$ cat src/rtl/stopwatch_ctrl.sv
// ---------------------------------------------------------------------------
// stopwatch_ctrl
//
// Sequencer for the VGA stopwatch datapath. Decodes PS/2 scan-code bytes into
// start/stop, lap and clear commands, runs the stopwatch state machine and
// drives the BCD counter's tick enable, clear strobe and display freeze.
//
// Ports:
//   clk       in   system clock
//   reset     in   asynchronous, active-high reset
//   key_code  in   [7:0] scan-code byte from the PS/2 receiver
//   key_valid in   one-cycle strobe qualifying key_code
//   tick_out  out  one-cycle count-enable pulse to the counter
//   cnt_clr   out  one-cycle clear pulse to the counter
//   lap_hold  out  high while the display shows the frozen lap value
//   state     out  [1:0] 00 IDLE, 01 RUN, 10 PAUSE, 11 LAP
//   overflow  out  auto-stop reached, sticky until clear
//
// Optional feature macro: SWCTRL_AUTOSTOP_EN
//   Defined   : a 14-bit tick counter forces PAUSE and raises overflow once
//               MAX_TICKS ticks have been issued; only clear or reset recovers.
//   Undefined : overflow is tied low and the stopwatch runs indefinitely.
// ---------------------------------------------------------------------------
module stopwatch_ctrl #(
  parameter int          CLK_DIV   = 250000,
  parameter logic [7:0]  KEY_RUN   = 8'h29,
  parameter logic [7:0]  KEY_LAP   = 8'h2B,
  parameter logic [7:0]  KEY_CLR   = 8'h24,
  parameter int          MAX_TICKS = 9999
) (
  input  logic       clk,
  input  logic       reset,
  input  logic [7:0] key_code,
  input  logic       key_valid,
  output logic       tick_out,
  output logic       cnt_clr,
  output logic       lap_hold,
  output logic [1:0] state,
  output logic       overflow
);

  localparam int PW = (CLK_DIV > 2) ? $clog2(CLK_DIV) : 1;
  localparam logic [PW-1:0] PRESC_LAST = PW'(CLK_DIV - 1);

  // Reject configurations the prescaler or the 14-bit tick counter cannot hold.
  if (CLK_DIV < 2 || MAX_TICKS < 1 || MAX_TICKS > 16383) begin : g_bad_params
    $error("stopwatch_ctrl: CLK_DIV must be >= 2 and MAX_TICKS in 1..16383");
  end

  typedef enum logic [1:0] {
    IDLE  = 2'b00,
    RUN   = 2'b01,
    PAUSE = 2'b10,
    LAP   = 2'b11
  } state_t;

  state_t        cur;
  logic          brk;
  logic          ext;
  logic [PW-1:0] presc;

  logic is_prefix;
  logic release_ok;
  logic cmd_run;
  logic cmd_lap;
  logic cmd_clr;
  logic running;
  logic wrap;

`ifdef SWCTRL_AUTOSTOP_EN
  localparam logic [13:0] TICKS_LAST = 14'(MAX_TICKS - 1);
  logic [13:0] tick_cnt;
  logic        ovf_q;
  logic        hit;
`endif

  // A command is the release of a non-extended key: the byte must follow an
  // F0 prefix with no E0 prefix since the previous plain byte.
  always_comb begin
    is_prefix  = (key_code == 8'hF0) || (key_code == 8'hE0);
    release_ok = key_valid && !is_prefix && brk && !ext;
    cmd_lap    = release_ok && (key_code == KEY_LAP);
    cmd_clr    = release_ok && (key_code == KEY_CLR);
`ifdef SWCTRL_AUTOSTOP_EN
    cmd_run    = release_ok && (key_code == KEY_RUN) && !ovf_q;
`else
    cmd_run    = release_ok && (key_code == KEY_RUN);
`endif
    running    = (cur == RUN) || (cur == LAP);
    wrap       = running && (presc == PRESC_LAST);
`ifdef SWCTRL_AUTOSTOP_EN
    hit        = wrap && (tick_cnt == TICKS_LAST);
`endif
  end

  // Parser flags, prescaler, FSM and all registered outputs. Later
  // assignments override earlier ones, so clear has the final say.
  always_ff @(posedge clk or posedge reset) begin
    if (reset) begin
      cur      <= IDLE;
      brk      <= 1'b0;
      ext      <= 1'b0;
      presc    <= '0;
      tick_out <= 1'b0;
      cnt_clr  <= 1'b0;
      lap_hold <= 1'b0;
`ifdef SWCTRL_AUTOSTOP_EN
      tick_cnt <= '0;
      ovf_q    <= 1'b0;
`endif
    end else begin
      cnt_clr  <= 1'b0;
      tick_out <= wrap;

      if (key_valid) begin
        if (key_code == 8'hF0) begin
          brk <= 1'b1;
        end else if (key_code == 8'hE0) begin
          ext <= 1'b1;
        end else begin
          brk <= 1'b0;
          ext <= 1'b0;
        end
      end

      // The prescaler only moves while counting; PAUSE keeps its phase.
      if (running) begin
        presc <= wrap ? '0 : presc + 1'b1;
      end

      case (cur)
        IDLE: begin
          if (cmd_run) begin
            cur      <= RUN;
            lap_hold <= 1'b0;
          end
        end
        RUN: begin
          if (cmd_run) begin
            cur      <= PAUSE;
            lap_hold <= 1'b0;
          end else if (cmd_lap) begin
            cur      <= LAP;
            lap_hold <= 1'b1;
          end
        end
        LAP: begin
          if (cmd_run) begin
            cur      <= PAUSE;
            lap_hold <= 1'b0;
          end else if (cmd_lap) begin
            cur      <= RUN;
            lap_hold <= 1'b0;
          end
        end
        PAUSE: begin
          if (cmd_run) begin
            cur      <= RUN;
            lap_hold <= 1'b0;
          end
        end
        default: begin
          cur      <= IDLE;
          lap_hold <= 1'b0;
        end
      endcase

`ifdef SWCTRL_AUTOSTOP_EN
      // The tick that reaches the limit is still emitted; the stop lands on
      // the same edge so the display never shows a value past the limit.
      if (wrap) begin
        tick_cnt <= tick_cnt + 14'd1;
      end
      if (hit) begin
        cur      <= PAUSE;
        lap_hold <= 1'b0;
        ovf_q    <= 1'b1;
      end
`endif

      // Clear beats a coincident wrap: the tick is dropped and phase restarts.
      if (cmd_clr) begin
        cur      <= IDLE;
        lap_hold <= 1'b0;
        presc    <= '0;
        tick_out <= 1'b0;
        cnt_clr  <= 1'b1;
`ifdef SWCTRL_AUTOSTOP_EN
        tick_cnt <= '0;
        ovf_q    <= 1'b0;
`endif
      end
    end
  end

  assign state = cur;

`ifdef SWCTRL_AUTOSTOP_EN
  assign overflow = ovf_q;
`else
  assign overflow = 1'b0;
`endif

endmodule

$ cat config.mk
export PLATFORM = sky130hd
export DESIGN_NAME = stopwatch_ctrl
export DESIGN_NICKNAME = d
export VERILOG_FILES = /design/src/rtl/stopwatch_ctrl.sv
export SDC_FILE = /design/constraint.sdc
export NUM_CORES = 1
export LEC_CHECK = 0
export CAP_MARGIN = 20
export CORE_MARGIN = 1.5
export CORE_UTILIZATION = 55
export DETAILED_ROUTE_END_ITERATION = 6
export MAX_ROUTING_LAYER = met4
export PLACE_DENSITY_LB_ADDON = 0.25
export SLEW_MARGIN = 20
export SYNTH_ARGS = -nofsm -noshare
export SYNTH_HDL_FRONTEND = slang
export SYNTH_SLANG_ARGS = --single-unit
$ cat constraint.sdc
create_clock -name clk -period 5.2 [get_ports clk]
set_input_delay 1.3 -clock clk [delete_from_list [all_inputs] [get_ports clk]]
set_output_delay 1.3 -clock clk [all_outputs]
set_load 0.02 [all_outputs]
# After elaboration in Yosys (flattened, before gate mapping)
# Cells that the tools add are included.
dict set report totals {
  register_bits 25
  latchBits 0
  mem_bits_rw 0
  romBits 0
  input_bits 11
  memories 0
}
dict set report classes {
  n_addsub 1
  n_mul 0
  n_div 0
  order_cmp 0
  eq_ne 13
  shifts 0
  mux 22
  n_bitwise 1
  n_reduce_logical 17
}
# operator n
set ops {}
lappend ops {{2-to-1 mux 18 bit} 3}
lappend ops {{equality test 8 x 6 -> 1 bit, second input constant} 3}
lappend ops {{adder 18 x 1 -> 18 bit, second input constant} 1}
lappend ops {{equality test 18 bit, second input constant} 1}
lappend ops {{equality test 8 bit, second input constant} 2}
lappend ops {{2-to-1 mux 2 bit} 6}
lappend ops {{2-to-1 mux 1 bit} 11}
lappend ops {{!= test 4 bit, second input constant} 2}
lappend ops {{logical AND 1 bit} 7}
lappend ops {{case mux 2 bit (3 select lines)} 1}
lappend ops {{equality test 2 bit, second input constant} 2}
lappend ops {{AND reduction 2 bit} 2}
lappend ops {{!= test 3 x 1 -> 1 bit, second input constant} 1}
lappend ops {{case mux 1 bit (3 select lines)} 1}
lappend ops {{AND reduction 3 bit} 1}
lappend ops {{equality test 2 x 1 -> 1 bit, second input constant} 1}
lappend ops {{zero test 1 bit} 2}
lappend ops {{zero test 2 bit} 1}
lappend ops {{logical OR 1 bit} 2}
lappend ops {{!= test 2 bit, second input constant} 1}
lappend ops {{nonzero test 2 bit} 1}
lappend ops {{OR reduction 2 bit} 1}
lappend ops {{inverter 1 bit} 1}

# Depth between registers and ports, before layout
dict set report depth {
  word_depth 11
  depth_mapped 6
}

# Least setup slack after synthesis
# Ideal clock, no wire load.
dict set report synth_timing {
  path_kind {input port to flip-flop}
  from {input key_code[4]}
  to {register presc[12]}
  t_arrival_ns 2.444
  t_required_ns 5.070
  path_slack_ns 2.626
  stages 5
  path_buffers 1
  path_cell_list {or4b_4 nor3b_2 o21bai_2 buf_6 a21oi_1}
}
dict set report synth_via {
  elab_chain_len 8
}
# item line_no
set synth_rtl {}
lappend synth_rtl {{start, declared} 33} ;# input logic [7:0] key_code,
lappend synth_rtl {{equality test 8 bit} 80} ;# is_prefix = (key_code == 8'hF0) || (key_code == 8'hE0);
lappend synth_rtl {{logical OR 1 bit} 80}
lappend synth_rtl {{zero test 1 bit} 81} ;# release_ok = key_valid && !is_prefix && brk && !ext;
lappend synth_rtl {{logical AND 1 bit (3 in series)} 81}
lappend synth_rtl {{logical AND 1 bit (*)} 83} ;# cmd_clr = release_ok && (key_code == KEY_CLR);
lappend synth_rtl {{named net cmd_clr} 66} ;# logic cmd_clr;
lappend synth_rtl {{2-to-1 mux 18 bit / nonzero test 2 bit (equally long branches)} -}
lappend synth_rtl {{end signal, assigned} 128} ;# presc <= wrap ? '0 : presc + 1'b1;
lappend synth_rtl {{end, declared} 60} ;# logic [PW-1:0] presc;
# Mark *: on every way through the listed nets, which the timed path passes. The rest lies on a longest branch.
# A chain may end at the register's enable or synchronous reset.

# Worst setup path after layout
dict set report layout_timing {
  from {input key_code[1]}
  to {register presc[9]}
}
dict set report layout_via {
  elab_chain_len 8
}
# item line_no
set layout_rtl {}
lappend layout_rtl {{equality test 8 bit} 80}
lappend layout_rtl {{logical OR 1 bit} 80}
lappend layout_rtl {{zero test 1 bit} 81}
lappend layout_rtl {{logical AND 1 bit (3 in series)} 81}
lappend layout_rtl {{logical AND 1 bit (*)} 83}
lappend layout_rtl {{2-to-1 mux 18 bit / nonzero test 2 bit (equally long branches)} -}
# Every way passes the cells marked *; elsewhere a longest branch is shown, timed or not.

==> impl_metrics.env <==
export IMPL_crit_slowest_cell="or4_1"
export IMPL_fp_dieW_um=54.3
export IMPL_synth_seq_cells=25
export IMPL_syn_inst=148
export IMPL_synth_warnings=0
export IMPL_dp_cells=186
export IMPL_drt_wl_total_um=3050
export IMPL_critPathCapture="presc[9]"
export IMPL_synth_edff_count=0
export IMPL_drtIter0Drc=26
export IMPL_port_buffers=15
export IMPL_cts_root_buf="clkbuf_4"
export IMPL_layoutNonFillerInstCount=191
export IMPL_post_dp_hpwl_um=2190
export IMPL_clkSinkCount=25
export IMPL_max_cap_viol_count=0
export IMPL_fin_hold_ws_ns=0.571
export IMPL_num_antenna_cells=0
export IMPL_start_util_pct=58.4
export IMPL_clk_latency_ns=0.32
export IMPL_utilization_pct=66.5
export IMPL_r2r_cells=5
export IMPL_endpoint_kind="flip-flop"
export IMPL_p_total_uw=403
export IMPL_skew_ns=0.00197
export IMPL_pwr_density_cell_nw_per_um2=244
export IMPL_antenna_found_initial=0
export IMPL_cts_tree="built"
export IMPL_r2r_end="presc[5]"
export IMPL_cts_setup_buffers=0
export IMPL_finalNetCount=174
export IMPL_syn_nets=160
export IMPL_grt_ovfl_total=0
export IMPL_fmax_mhz=328
export IMPL_drtAntennaViolNets=0
export IMPL_firstDrtPassIters=4
export IMPL_required_ns=5.45
export IMPL_relSlewSlack_pct=48.1
export IMPL_vias=1247
export IMPL_hold_violations=0
export IMPL_syn2layout_area_growth_pct=13.9
export IMPL_wl_per_cell_um=15.9
export IMPL_grt_max_degree=26
export IMPL_h_tree_depth=1
export IMPL_clock_path_buffers=2
export IMPL_slowest_delay_ns=0.58
export IMPL_path_max_fanout=19
export IMPL_cts_clk_slew_worst_paths_ns=0.14
export IMPL_via_per_inst=6.53
export IMPL_arrival_ns=3.30
export IMPL_track_usage_pct=24.3
export IMPL_core_um2=2480
export IMPL_rsz0062_at_grt="false"
export IMPL_row_count=18
export IMPL_cts_buffers=3
export IMPL_grt_pass1_vias=1145
export IMPL_async_flop_share_pct=100
export IMPL_hp_class="flip-flop to flip-flop"
export IMPL_cts_hold_buf=0
export IMPL_synthesis_area_um2=1450
export IMPL_num_io_pins=17
export IMPL_fin_crit_ns=3.05
export IMPL_ys_types=44
export IMPL_ff2ff_setup_slack_ns=2.97
export IMPL_slew_violations=0
export IMPL_grt_first_pass_wirelength_um=5070
export IMPL_path_cells="clkdlybuf4s50_1, nor4b_4, a31oi_2, or4_1, a21oi_1"
export IMPL_place_congestion=0.730
export IMPL_drc=0
export IMPL_crit_start="key_code[1]"
export IMPL_cts_resized=0
export IMPL_status="finished, final reports clean"
export IMPL_finalSetupViolCount=0
export IMPL_ys_dominant_reg_cell="dfrtp_1"
export IMPL_seq_area_frac_synth_pct=43.3
export IMPL_drive_gt1_share_pct=8.70
export IMPL_reg2reg_from="presc[0]"
export IMPL_synth_area_per_cell_um2=9.77
export IMPL_worst_slew_pin_slew_ns=0.775
export IMPL_die_h_um=54.3
export IMPL_worstSetupPathType="input port to flip-flop"
export IMPL_power_leakage_nw=0.620
export IMPL_post_route_period_util_pct=58.7
export IMPL_critPathLaunchType="input port"
export IMPL_peakVddDrop_mv=0.157
export IMPL_layout_common_cells="25 x dfrtp_1, 18 x a21oi_1, 15 x clkdlybuf4s50_1"
export IMPL_final_common_cell="dfrtp_1"
export IMPL_finalSetupTns_ns=0
export IMPL_dieArea_um2=2950
metal layers:
layer	part of all wire (%)	wire length [µm]	GRT usage (%)
met4	1.1	32	7.08
met3	2.9	88	2.73
met2	53	1620	42.0
met1	43	1300	29.8
met5	0	0	-
worst min path at each step:
stage | end | cells past startpoint | startpoint
finish | presc[17] | 2 | presc[17]
global route | presc[17] | 2 | presc[17]
CTS | ext | 1 | ext
detailed placement | ext | 1 | ext
global placement | presc[17] | 2 | presc[17]
floorplan | brk | 2 | brk
per-stage QoR:
step                setup slack (ns)  instance area [µm²]
CTS                             2.15                 1620
global route                    1.97                 1650
global placement                1.91                 1590
detailed placement              1.80                 1590
finish                          2.15                 1650
floorplan                       2.63                 1450
where the power goes:
part           internal [mW]  switching, mW  total (mW)
Sequential             0.212         0.0260       0.238
Combinational         0.0309         0.0440      0.0749
Clock                 0.0300         0.0599      0.0899
Total                  0.273          0.130       0.403
layout make-up:
cell class / count / area (µm²)
Sequential cell: 25 / 626
Timing Repair Buffer: 16 / 178
Fill cell: 216 / 830
Tap cell: 30 / 37.5
Inverter: 3 / 11.3
Clock buffer: 4 / 26.3
Multi-Input combinational cell: 113 / 769
sequential cells by signal, indices dropped and copies added, names as in the netlist:
| signal | count |
|---|---|
| cnt_clr | 1 |
| ext | 1 |
| brk | 1 |
| tick_out | 1 |
| presc | 18 |
| lap_hold | 1 |
| state | 2 |
cells by family after synthesis:
family | synth area share [%]
adders and majority gates | 0.865
and+or+nand+nor | 31.7
AOI/OAI and AO/OA | 17.3
xor gates and xnor gates | 3.03
buffers and inverters | 3.55
DFF | 43.3
other | 0.259
synth_stat cells, drive strengths merged (2+ instances only):
master | n | share of area, %
o21ai | 2 | 0.69
nor3b | 3 | 2.2
and4 | 2 | 1.2
clkbuf | 3 | 0.78
nand3 | 5 | 1.7
xnor2 | 3 | 1.8
nand2b | 3 | 1.3
nand4b | 3 | 1.8
nand4 | 8 | 3.9
or4 | 9 | 4.7
buf | 4 | 2.0
nor2b | 2 | 0.86
or4b | 2 | 1.6
a2bb2oi | 2 | 1.2
o211ai | 2 | 1.0
o41ai | 2 | 1.2
nor4b | 3 | 2.9
inv | 3 | 0.78
xor2 | 2 | 1.2
dfrtp | 25 | 43
nand3b | 2 | 1.0
nor2 | 11 | 2.9
o31ai | 8 | 4.2
nor3 | 3 | 1.0
nand2 | 6 | 1.6
a21oi | 18 | 6.2
critical path: cells and delay by family:
family	cells	cell delay (ns)
AOI/OAI and AO/OA	2	0.51
buffers and inverters	1	0.54
and+or+nand+nor	2	0.95
Power figures use the tool's default switching activity.
